[src/rtl/tdc_hit_timestamper.sv]
// tdc_hit_timestamper: detects hits on the fine count, tags them with a coarse count, buffers in a show-ahead FIFO.
// Optional rollover marker words are enabled by defining TDC_ROLLOVER_MARKER_EN.
`default_nettype none
module tdc_hit_timestamper #(
  parameter int FINE_W     = 5,
  parameter int FINE_MAX   = 18,
  parameter int COARSE_W   = 16,
  parameter int FIFO_DEPTH = 8
) (
  input  logic                         i_Clk,
  input  logic                         i_Reset,
  input  logic                         i_Enable,
  input  logic [FINE_W-1:0]            i_Fine_Count,
  output logic [COARSE_W+FINE_W:0]     o_Ts_Data,
  output logic                         o_Ts_Valid,
  input  logic                         i_Ts_Ready,
  output logic [$clog2(FIFO_DEPTH):0]  o_Fifo_Level,
  output logic                         o_Overflow
);

  localparam int DATA_W = 1 + COARSE_W + FINE_W;
  localparam int ADDR_W = $clog2(FIFO_DEPTH);
  localparam int LVL_W  = ADDR_W + 1;
`ifdef TDC_ROLLOVER_MARKER_EN
  localparam int MEM_W  = DATA_W;
`else
  localparam int MEM_W  = DATA_W - 1;
`endif

  localparam logic [FINE_W-1:0] FINE_MAX_V = FINE_W'(FINE_MAX);
  localparam logic [LVL_W-1:0]  DEPTH_V    = LVL_W'(FIFO_DEPTH);

  localparam logic [1:0] ST_IDLE      = 2'd0;
  localparam logic [1:0] ST_WAIT_ZERO = 2'd1;
  localparam logic [1:0] ST_ARMED     = 2'd2;
  localparam logic [1:0] ST_CAPTURED  = 2'd3;

  logic [1:0]          state;
  logic [COARSE_W-1:0] coarse;
  logic [FINE_W-1:0]   fine_clamped;
  logic                fine_zero;
  logic                hit_push;
  logic                push_valid;
  logic [MEM_W-1:0]    push_data;
  logic [MEM_W-1:0]    hit_word;

  logic [MEM_W-1:0]    mem [FIFO_DEPTH];
  logic [ADDR_W-1:0]   wr_ptr;
  logic [ADDR_W-1:0]   rd_ptr;
  logic [LVL_W-1:0]    level;
  logic                full;
  logic                pop;
  logic                do_write;
  logic [MEM_W-1:0]    head;

  assign fine_zero    = (i_Fine_Count == '0);
  assign fine_clamped = (i_Fine_Count > FINE_MAX_V) ? FINE_MAX_V : i_Fine_Count;
  assign hit_push     = i_Enable && (state == ST_ARMED) && !fine_zero;

  always_ff @(posedge i_Clk) begin
    if (i_Reset || !i_Enable) begin
      coarse <= '0;
    end else begin
      coarse <= coarse + COARSE_W'(1);
    end
  end

  // Waiting for a zero first avoids a false hit when enable rises on a populated line.
  always_ff @(posedge i_Clk) begin
    if (i_Reset || !i_Enable) begin
      state <= ST_IDLE;
    end else begin
      case (state)
        ST_IDLE:      state <= ST_WAIT_ZERO;
        ST_WAIT_ZERO: if (fine_zero)  state <= ST_ARMED;
        ST_ARMED:     if (!fine_zero) state <= ST_CAPTURED;
        ST_CAPTURED:  if (fine_zero)  state <= ST_ARMED;
        default:      state <= ST_IDLE;
      endcase
    end
  end

`ifdef TDC_ROLLOVER_MARKER_EN
  localparam logic [MEM_W-1:0] MARKER_WORD = {1'b1, {(MEM_W-1){1'b0}}};

  logic wrap;
  logic marker_pending;

  assign wrap     = i_Enable && (coarse == '1);
  assign hit_word = {1'b0, coarse, fine_clamped};

  // A hit wins the write slot; a due marker waits one cycle in the pending register.
  always_comb begin
    push_valid = hit_push || (i_Enable && (wrap || marker_pending));
    push_data  = hit_push ? hit_word : MARKER_WORD;
  end

  always_ff @(posedge i_Clk) begin
    if (i_Reset) begin
      marker_pending <= 1'b0;
    end else begin
      marker_pending <= hit_push && (wrap || marker_pending);
    end
  end
`else
  assign hit_word = {coarse, fine_clamped};

  always_comb begin
    push_valid = hit_push;
    push_data  = hit_word;
  end
`endif

  assign o_Ts_Valid = (level != '0);
  assign full       = (level == DEPTH_V);
  assign pop        = o_Ts_Valid && i_Ts_Ready;
  assign do_write   = push_valid && (!full || pop);

  always_ff @(posedge i_Clk) begin
    if (do_write) begin
      mem[wr_ptr] <= push_data;
    end
  end

  always_ff @(posedge i_Clk) begin
    if (i_Reset) begin
      wr_ptr     <= '0;
      rd_ptr     <= '0;
      level      <= '0;
      o_Overflow <= 1'b0;
    end else begin
      if (do_write) wr_ptr <= wr_ptr + ADDR_W'(1);
      if (pop)      rd_ptr <= rd_ptr + ADDR_W'(1);
      if (push_valid && full && !pop) o_Overflow <= 1'b1;
      case ({do_write, pop})
        2'b10:   level <= level + LVL_W'(1);
        2'b01:   level <= level - LVL_W'(1);
        default: level <= level;
      endcase
    end
  end

  assign head         = o_Ts_Valid ? mem[rd_ptr] : '0;
  assign o_Fifo_Level = level;

`ifdef TDC_ROLLOVER_MARKER_EN
  assign o_Ts_Data = head;
`else
  assign o_Ts_Data = {1'b0, head};
`endif

endmodule
`default_nettype wire

[config.mk]
export PLATFORM = sky130hd
export DESIGN_NAME = tdc_hit_timestamper
export DESIGN_NICKNAME = d
export VERILOG_FILES = /design/src/rtl/tdc_hit_timestamper.sv
export SDC_FILE = /design/constraint.sdc
export NUM_CORES = 1
export LEC_CHECK = 0
export CAP_MARGIN = 40
export CORE_UTILIZATION = 50
export DETAILED_ROUTE_END_ITERATION = 8
export HOLD_SLACK_MARGIN = 0.12
export PLACE_DENSITY = 0.71
export SLEW_MARGIN = 40
export SYNTH_ARGS = -nofsm -noshare
export SYNTH_HDL_FRONTEND = slang
export SYNTH_SLANG_ARGS = --single-unit
[constraint.sdc]
create_clock -name i_Clk -period 3.6 [get_ports i_Clk]
set_input_delay 0.36 -clock i_Clk [delete_from_list [all_inputs] [get_ports i_Clk]]
set_output_delay 0.36 -clock i_Clk [all_outputs]
set_load 0.01 [all_outputs]
# Yosys cells after proc, flatten, opt, wreduce, memory -nomap -nowiden
# Memory sizes are Yosys's and may differ from the RTL's. A register that Yosys moved wholly into a read port is not among the register bits.
# Cells that the tools add are included.
dict set report word_totals {
  reg_bits 29
  ramBits 168
  inputBits 9
  elab_cells 49
  mem_count 1
}
# memory words width rd rd_ports_with_merged_regs write_ports line_no
set mem_list {}
lappend mem_list {mem 8 21 1 1 1 47} ;# logic [MEM_W-1:0] mem [FIFO_DEPTH];
dict set report op_classes {
  add_sub_neg 5
  magnitude_cmp 1
  n_eq_ne 8
  muxes 10
  reduce_logical 18
}
# operator n
set ops {}
lappend ops {{21-bit two-way mux} 1}
lappend ops {{16-bit by 1-bit adder with 16-bit output, second input constant} 1}
lappend ops {{4-bit case mux with 2 select lines} 1}
lappend ops {{3-bit by 1-bit adder with 3-bit output, second input constant} 2}
lappend ops {{2-bit == test, second input constant} 3}
lappend ops {{1-bit logical AND} 6}
lappend ops {{3-bit two-way mux} 2}
lappend ops {{2-bit case mux with 3 select lines} 1}
lappend ops {{5-bit greater-than comparator, second input constant} 1}
lappend ops {{5-bit zero test} 1}
lappend ops {{5-bit two-way mux} 1}
lappend ops {{4-bit by 1-bit adder with 4-bit output, second input constant} 1}
lappend ops {{2-bit by 1-bit == test with 1-bit output, second input constant} 2}
lappend ops {{4-bit == test, second input constant} 1}
lappend ops {{1-bit zero test} 4}
lappend ops {{2-bit two-way mux} 2}
lappend ops {{4-bit nonzero test} 1}
lappend ops {{4-bit by 1-bit subtractor with 4-bit output, second input constant} 1}
lappend ops {{2-bit zero test} 1}
lappend ops {{1-bit logical OR} 2}
lappend ops {{1-bit two-way mux} 2}
lappend ops {{2-bit by 1-bit inequality test with 1-bit output, second input constant} 1}
lappend ops {{2-bit inequality test, second input constant} 1}
lappend ops {{2-bit AND reduction} 1}
lappend ops {{other kinds (2)} 2}

# Longest topological paths before layout
# Gate-level depths: netlist (run 1).
dict set report depth {
  depth_word 6
  mapped_depth 11
}

# Least setup slack after synthesis (run 1)
# Ideal clock, no wire load.
dict set report synth_timing {
  path_kind {register to register}
  startpoint {register state[0]}
  endpoint {memory mem[0][0] (netlist name) (enable)}
  setup_time_ns 0.452
  t_arrival_ns 3.099
  required_time_ns 3.148
  path_slack_ns 0.048
  path_stages_with_launch 5
  n_path_buf 0
  cell_sequence {dfxtp_1 -> nand3b_1 -> a21oi_1 -> nand2_1 -> nor4_1}
}
dict set report synth_between {
  elab_chain_cells 6
}
# element line_no
set synth_rtl {}
lappend synth_rtl {{start: declaration} 38} ;# logic [1:0] state;
lappend synth_rtl {{start signal: assignment} 71} ;# state <= ST_IDLE;
lappend synth_rtl {{start signal: assignment} 74} ;# ST_IDLE: state <= ST_WAIT_ZERO;
lappend synth_rtl {{start signal: assignment} 75} ;# ST_WAIT_ZERO: if (fine_zero) state <= ST_ARMED;
lappend synth_rtl {{2-bit == test} 58} ;# assign hit_push = i_Enable && (state == ST_ARMED) && !fine_zero;
lappend synth_rtl {{1-bit logical AND (2 in a row)} 58}
lappend synth_rtl {{1-bit logical AND} 117} ;# assign do_write = push_valid && (!full || pop);
lappend synth_rtl {{1-bit two-way mux} 120} ;# if (do_write) begin
lappend synth_rtl {{1-bit two-way mux (implied by the code)} 121} ;# mem[wr_ptr] <= push_data;
lappend synth_rtl {{end: declaration} 47}
# No other way between the ends.

==> impl_metrics.tcl, run 1 <==
set metrics [dict create \
    numCtsBuffers 17 \
    critPathCaptureType "primary output" \
    synth_compound_area_frac 0.01281 \
    drt_iter0_markers 340 \
    mappedNetlistNets 452 \
    grt_overflow 0 \
    synth_top_family_by_area "multiplexers" \
    timing.final.crit_period_ns 3.061 \
    initial_core_util 0.5142 \
    holdBufCountCts 0 \
    maxCapViolCount 0 \
    synth_xor_area_frac 0.01793 \
    postSynthCellCount 439 \
    skew_ns 0.006658 \
    worst_hold_path_type "flip-flop to flip-flop" \
    setup_viol 0 \
    fmax_ghz 0.3267 \
    critPathRequiredTime_ns 3.24 \
    crit_fanout 21 \
    p_per_area_nw_per_um2 484.0 \
    cts_buffer_depth 2 \
    setup_ws_ns 0.5392 \
    power_w 0.004366 \
    cts_tree "done" \
    core_um2 15200 \
    dr.pass1.iters 5 \
    drc 0 \
    vias 3933 \
    synth-seq-area-share 0.7274 \
    ctsResizeCount 0 \
    drt_wl_total_um 14330 \
    synth_cell_types 38 \
    multi_input_area_um2 2064 \
    ioPinCount 37 \
    r2r-start "o_Fifo_Level[0]$_SDFFE_PP0P_" \
    synthAdderAreaFrac 0.006403 \
    ys_ff_latch 200 \
    slew_headroom 0.5209 \
    regArea_um2 5688 \
    drv_slew 0 \
    viasPerCell 5.700 \
    synth_warnings 0 \
    dp_hpwl_um 8585 \
    start_kind "flip-flop" \
    syn-cell-area_um2 7816 \
    synth.avg_cell_area_um2 17.80 \
    grt_max_degree 23 \
    p_leak_nw 2.748 \
    fp.dieArea_um2 16140 \
    diodes 0 \
    fillCellCount 1161 \
    grt_pass1_wl_um 22650 \
    die_w_um 127.0 \
    tns_ns 0 \
    clockRootBuffer "clkbuf_16" \
    clock-sinks 200 \
    finalCritPeriodShare 0.8502 \
    cts.clk_slew.worst_paths_ns 0.07 \
    numPortBuffers 35 \
    place_congestion 0.6912 \
    antenna_found_initial 0 \
    grt_usage 0.1965 \
    die_height_um 127.0 \
    synth-simple-area-share 0.06691 \
    final_nets 502 \
    postRouteAntennaNets 0 \
    rows 45 \
    cts_setup_buffers 0 \
    worst_pin_slew_ns 0.7132 \
    clk_latency_ns 0.43 \
    cp.arrival_ns 2.70 \
    hp-start "rd_ptr[1]$_SDFFE_PP0N_" \
    wl_per_cell_um 20.77 \
    fin_util 0.5934 \
    synth_mux_area_frac 0.1550 \
    rsz0062_at_grt "no" \
    grt_pass1_vias 4113 \
    peakVddDrop_mv 0.3439 \
    status "finished clean" \
    drive_gt1_frac 0.2012 \
    place_ws_ns 0.7259 \
    hold_viol_final 0 \
    htree_num_levels 4 \
    area_delta_synth_final_pct 15.42 \
    path_class "flip-flop to primary output" \
]
-- per-stage QoR --
step / cell area, µm² / instances / hold WS (ns)
after floorplan: 7816 / 439 / 0.4321
after global placement: 8483 / 658 / 0.4585
after detailed placement: 8483 / 658 / 0.4801
after CTS: 9019 / 690 / 0.4889
after global routing: 9021 / 690 / 0.5257
final: 9021 / 690 / 0.4863
-- layout make-up --
cell class              count  share of cell area
flip-flops and latches    200              0.6305
multi-input cells         216              0.2288
repair buffers             52             0.05437
clock buffers              22             0.05368
well taps                 188             0.02607
clock inverters            10            0.005687
inverters                   2           0.0008322
-- metal layers --
| layer | vias up | global-route usage | share of wire |
|---|---|---|---|
| met2 | 106 | 0.3235 | 0.51 |
| met1 | 2009 | 0.2555 | 0.42 |
| met3 | 20 | 0.04481 | 0.048 |
| li1 | 1798 | - | - |
| met5 | - | 0 | 0 |
| met4 | 0 | 0.07913 | 0.019 |
-- worst max-delay path: stages (launching register included) --
cell and delay (ns):
dfxtp_2 0.67, buf_12 0.29, mux4_2 0.53, mux2i_1 0.18
nor2_1 0.09, clkdlybuf4s50_1 0.51
-- Yosys cell counts, drive strengths merged --
master / number / area (µm²)
mux2i: 25 / 254.0
clkbuf: 15 / 56.30
mux2: 1 / 11.26
or3: 6 / 37.54
a311oi: 1 / 8.760
dfxtp: 32 / 640.6
conb: 1 / 3.750
buf: 6 / 38.79
nand4: 2 / 12.51
nand3b: 3 / 22.52
xnor2: 5 / 43.79
a32oi: 1 / 8.760
a21boi: 1 / 7.510
nor2: 50 / 204.0
mux4: 42 / 945.9
nor2b: 3 / 18.77
edfxtp: 168 / 5045
nand3: 8 / 40.04
or2: 1 / 6.260
nand2b: 4 / 25.02
nor3: 10 / 50.05
xor2: 11 / 96.34
ha: 4 / 50.05
and3: 2 / 12.51
nand2: 16 / 60.06
a21oi: 10 / 50.05
nor3b: 1 / 12.51
nor4: 1 / 6.260
inv: 2 / 7.500
and2: 2 / 15.02
o21ai: 5 / 25.02
-- layout by cell type (no fill, tap or decap), drive strengths merged, types with 2 or more instances in the layout --
| cell | instances |
|---|---|
| edfxtp | 168 |
| nor2 | 50 |
| mux4 | 42 |
| clkdlybuf4s50 | 35 |
| dfxtp | 32 |
| mux2i | 25 |
| clkbuf | 22 |
| buf | 17 |
| nand2 | 16 |
| xor2 | 11 |
| a21oi | 10 |
| nor3 | 10 |
| nand3 | 8 |
| clkinv | 7 |
| or3 | 6 |
| xnor2 | 5 |
| o21ai | 5 |
| ha | 4 |
| nand2b | 4 |
| nor2b | 3 |
| nand3b | 3 |
| clkinvlp | 3 |
| nand4 | 2 |
| and3 | 2 |
| inv | 2 |
| and2 | 2 |
-- flip-flops by register name (all words and copies together), names as in the netlist, named ones only --
signal	count
o_Fifo_Level	4
rd_ptr	3
o_Overflow	1
wr_ptr	3
coarse	16
state	2
mem	168
-- where the power goes --
group	leakage (nW)	internal [W]	switching, W	total (W)
Combinational	0.763	0.0000828	0.0000768	0.000160
Clock	0.256	0.000942	0.000766	0.00171
Sequential	1.73	0.00249	0.0000110	0.00250
-- cells by family (layout without fill, tap and decap cells) --
group / after synthesis / in the layout
buffers and inverters: 23 / 86
other: 1 / 1
and+or+nand+nor: 109 / 109
DFF: 200 / 200
xor gates and xnor gates: 16 / 16
adders and majority gates: 4 / 4
AOI/OAI and AO/OA: 18 / 18
muxes: 68 / 68
-- final timing paths --
kind	endpoint	slack [ns]	depth (start not counted)
setup reg to reg	o_Fifo_Level[2]$_SDFFE_PP0P_	0.97	10
hold reg to reg	flip-flop	0.49	2
setup / recovery	o_Ts_Data[20]	0.54	5
hold / removal	flip-flop	0.49	2
Note: power is estimated with default switching activity, not from simulation.
==> inputs of run 2 (changes only) <==
--- a/config.mk
+++ b/config.mk
@@ -6,11 +6,11 @@
 export NUM_CORES = 1
 export LEC_CHECK = 0
 export CAP_MARGIN = 40
-export CORE_UTILIZATION = 50
+export CORE_UTILIZATION = 54
 export DETAILED_ROUTE_END_ITERATION = 8
 export HOLD_SLACK_MARGIN = 0.12
-export PLACE_DENSITY = 0.71
-export SLEW_MARGIN = 40
+export PLACE_DENSITY = 0.75
+export SKIP_CTS_REPAIR_TIMING = 1
 export SYNTH_ARGS = -nofsm -noshare
 export SYNTH_HDL_FRONTEND = slang
 export SYNTH_SLANG_ARGS = --single-unit
==> run 2 against run 1 <==
Compared with the run above:
- sequential share of layout area is 0.86 points lower
- combinational power about the same
- hold slack worse by 0.011 ns
- sequential power hardly changed
- core utilization up 6.0 points
- sequential cell count stayed put
- critical path depth unchanged
==> impl_metrics.tcl, run 2 (same netlist as run 1, synthesis figures left out) <==
set metrics [dict create \
    status "finished clean" \
    switching_share 0.1820 \
    critPathRequiredTime_ns 3.24 \
    finalCritPeriodShare 0.8612 \
    drv_slew 0 \
    initial_core_util 0.5588 \
    area_delta_synth_final_pct 17.02 \
    p_switching_w 0.0008540 \
    min_path_cells 2 \
    grt_max_degree 43 \
    p_seq_frac 0.532 \
    fmax_ghz 0.3225 \
    worst_hold_path_type "flip-flop to flip-flop" \
    r2r_cells 9 \
    grt_pass1_wl_um 22900 \
    largest-register "mem" \
    vias 3973 \
    die_w_um 122.3 \
    hold_viol_final 0 \
    maxCapViolCount 0 \
    fin_area_um2 9146 \
    fp.dieArea_um2 14960 \
    timing.final.crit_period_ns 3.100 \
    ioPinCount 37 \
    drive_gt1_frac 0.2028 \
    dpl_cell_area_um2 8506 \
    peakVddDrop_mv 0.3101 \
    clk_latency_ns 0.43 \
    drt_iter0_markers 268 \
    core_um2 13990 \
    dp_hpwl_um 8630 \
    clock-sinks 200 \
    fillCellCount 929 \
    grt_usage 0.2158 \
    die_height_um 122.3 \
    antenna_found_initial 0 \
    tns_ns 0 \
    final_common_cell "edfxtp_1" \
    htree_num_levels 4 \
    final_cell_mix "edfxtp_1, nor2_1, mux4_2, clkdlybuf4s50_1, dfxtp_1" \
    cts_buffer_depth 2 \
    skew_ns 0.01169 \
    p_int_w 0.003838 \
    rows 43 \
    clockRootBuffer "clkbuf_16" \
    drt_wl_total_um 14340 \
    numPortBuffers 35 \
    crit_fanout 12 \
    rsz0062_at_grt "no" \
    critPathCaptureType "primary output" \
    grt_overflow 0 \
    setup_viol 0 \
    grt_pass1_vias 4064 \
    path_class "flip-flop to primary output" \
    final_nets 503 \
    diodes 0 \
    cp.arrival_ns 2.74 \
    viasPerCell 5.817 \
    start_kind "flip-flop" \
    wl_per_cell_um 21.00 \
    p_per_area_nw_per_um2 513.0 \
    postRouteAntennaNets 0 \
    pwr-share-clk 0.433 \
    largest_reg_flops 168 \
    p_comb_frac 0.035 \
    cts_tree "done" \
    worst_pin_slew_ns 0.7579 \
    p_leak_nw 2.815 \
    numCtsBuffers 17 \
    place_congestion 0.7538 \
    cts.clk_slew.worst_paths_ns 0.06 \
    dr.pass1.iters 4 \
    drc 0 \
    slew_headroom 0.4947 \
]
[run 2: through the flow]
| step | hold WS (ns) | setup slack (ns) | total power [W] | cells | util |
|---|---|---|---|---|---|
| 2_1_floorplan | 0.4321 | 0.04817 | 0.002643 | 439 | - |
| 3_3_place_gp | 0.4580 | 0.8821 | 0.002709 | 651 | 0.6081 |
| 3_5_place_dp | 0.4574 | 0.8191 | 0.002713 | 651 | 0.6081 |
| 4_1_cts | 0.4811 | 0.4121 | 0.004724 | 683 | 0.6538 |
| 5_1_grt | 0.5096 | 0.3202 | 0.004822 | 683 | 0.6538 |
| 6_report | 0.4756 | 0.4995 | 0.004692 | 683 | 0.6538 |
[run 2: worst paths after layout]
check	end	slack [ns]	start
min	o_Overflow$_SDFFE_PP0P_	0.48	o_Overflow$_SDFFE_PP0P_
max reg2reg	o_Fifo_Level[2]$_SDFFE_PP0P_	0.95	o_Fifo_Level[0]$_SDFFE_PP0P_
min reg2reg	o_Overflow$_SDFFE_PP0P_	0.48	o_Overflow$_SDFFE_PP0P_
max	o_Ts_Data[0]	0.50	flip-flop
[run 2: cell type report]
| type | count | area [µm²] | share of cell area |
|---|---|---|---|
| inverter | 2 | 7.507 | 0.0008208 |
| clock inverter | 9 | 172.7 | 0.01888 |
| timing repair buffer | 53 | 523.0 | 0.05718 |
| clock buffer | 23 | 467.9 | 0.05116 |
| multi-input combinational | 216 | 2062 | 0.2254 |
| sequential | 200 | 5688 | 0.6219 |
| tap | 180 | 225.2 | 0.02462 |
[run 2: power by group through the flow]
stage	Combinational (W)	Clock [W]	Sequential [W]
6_report	0.000163	0.00203	0.00250
5_1_grt	0.000178	0.00215	0.00250
4_1_cts	0.000166	0.00206	0.00250
3_5_place_dp	0.000165	0	0.00255
3_3_place_gp	0.000162	0	0.00255
2_1_floorplan	0.000100	0	0.00254
[run 2: routing by layer]
layer	wire length (µm)	vias up	part of all wire	track usage
li1	-	1807	-	-
met1	6140	2008	0.43	0.2946
met2	7043	140	0.49	0.3350
met3	915	18	0.064	0.06134
met4	244	0	0.017	0.07546
met5	0	-	0	0
[run 2: critical path: stages, from the launching register on]
cell,delay [ns]
dfxtp_2,0.60
buf_4,0.36
mux4_2,0.54
mux2i_1,0.24
nor2_1,0.08
clkdlybuf4s50_1,0.49
==> inputs of run 3 (changes only) <==
--- a/config.mk
+++ b/config.mk
@@ -5,7 +5,6 @@
 export SDC_FILE = /design/constraint.sdc
 export NUM_CORES = 1
 export LEC_CHECK = 0
-export CAP_MARGIN = 40
 export CORE_UTILIZATION = 54
 export DETAILED_ROUTE_END_ITERATION = 8
 export HOLD_SLACK_MARGIN = 0.12
==> results of run 3 <==
Final layout, timing and power as in run 2 (identical DEF).
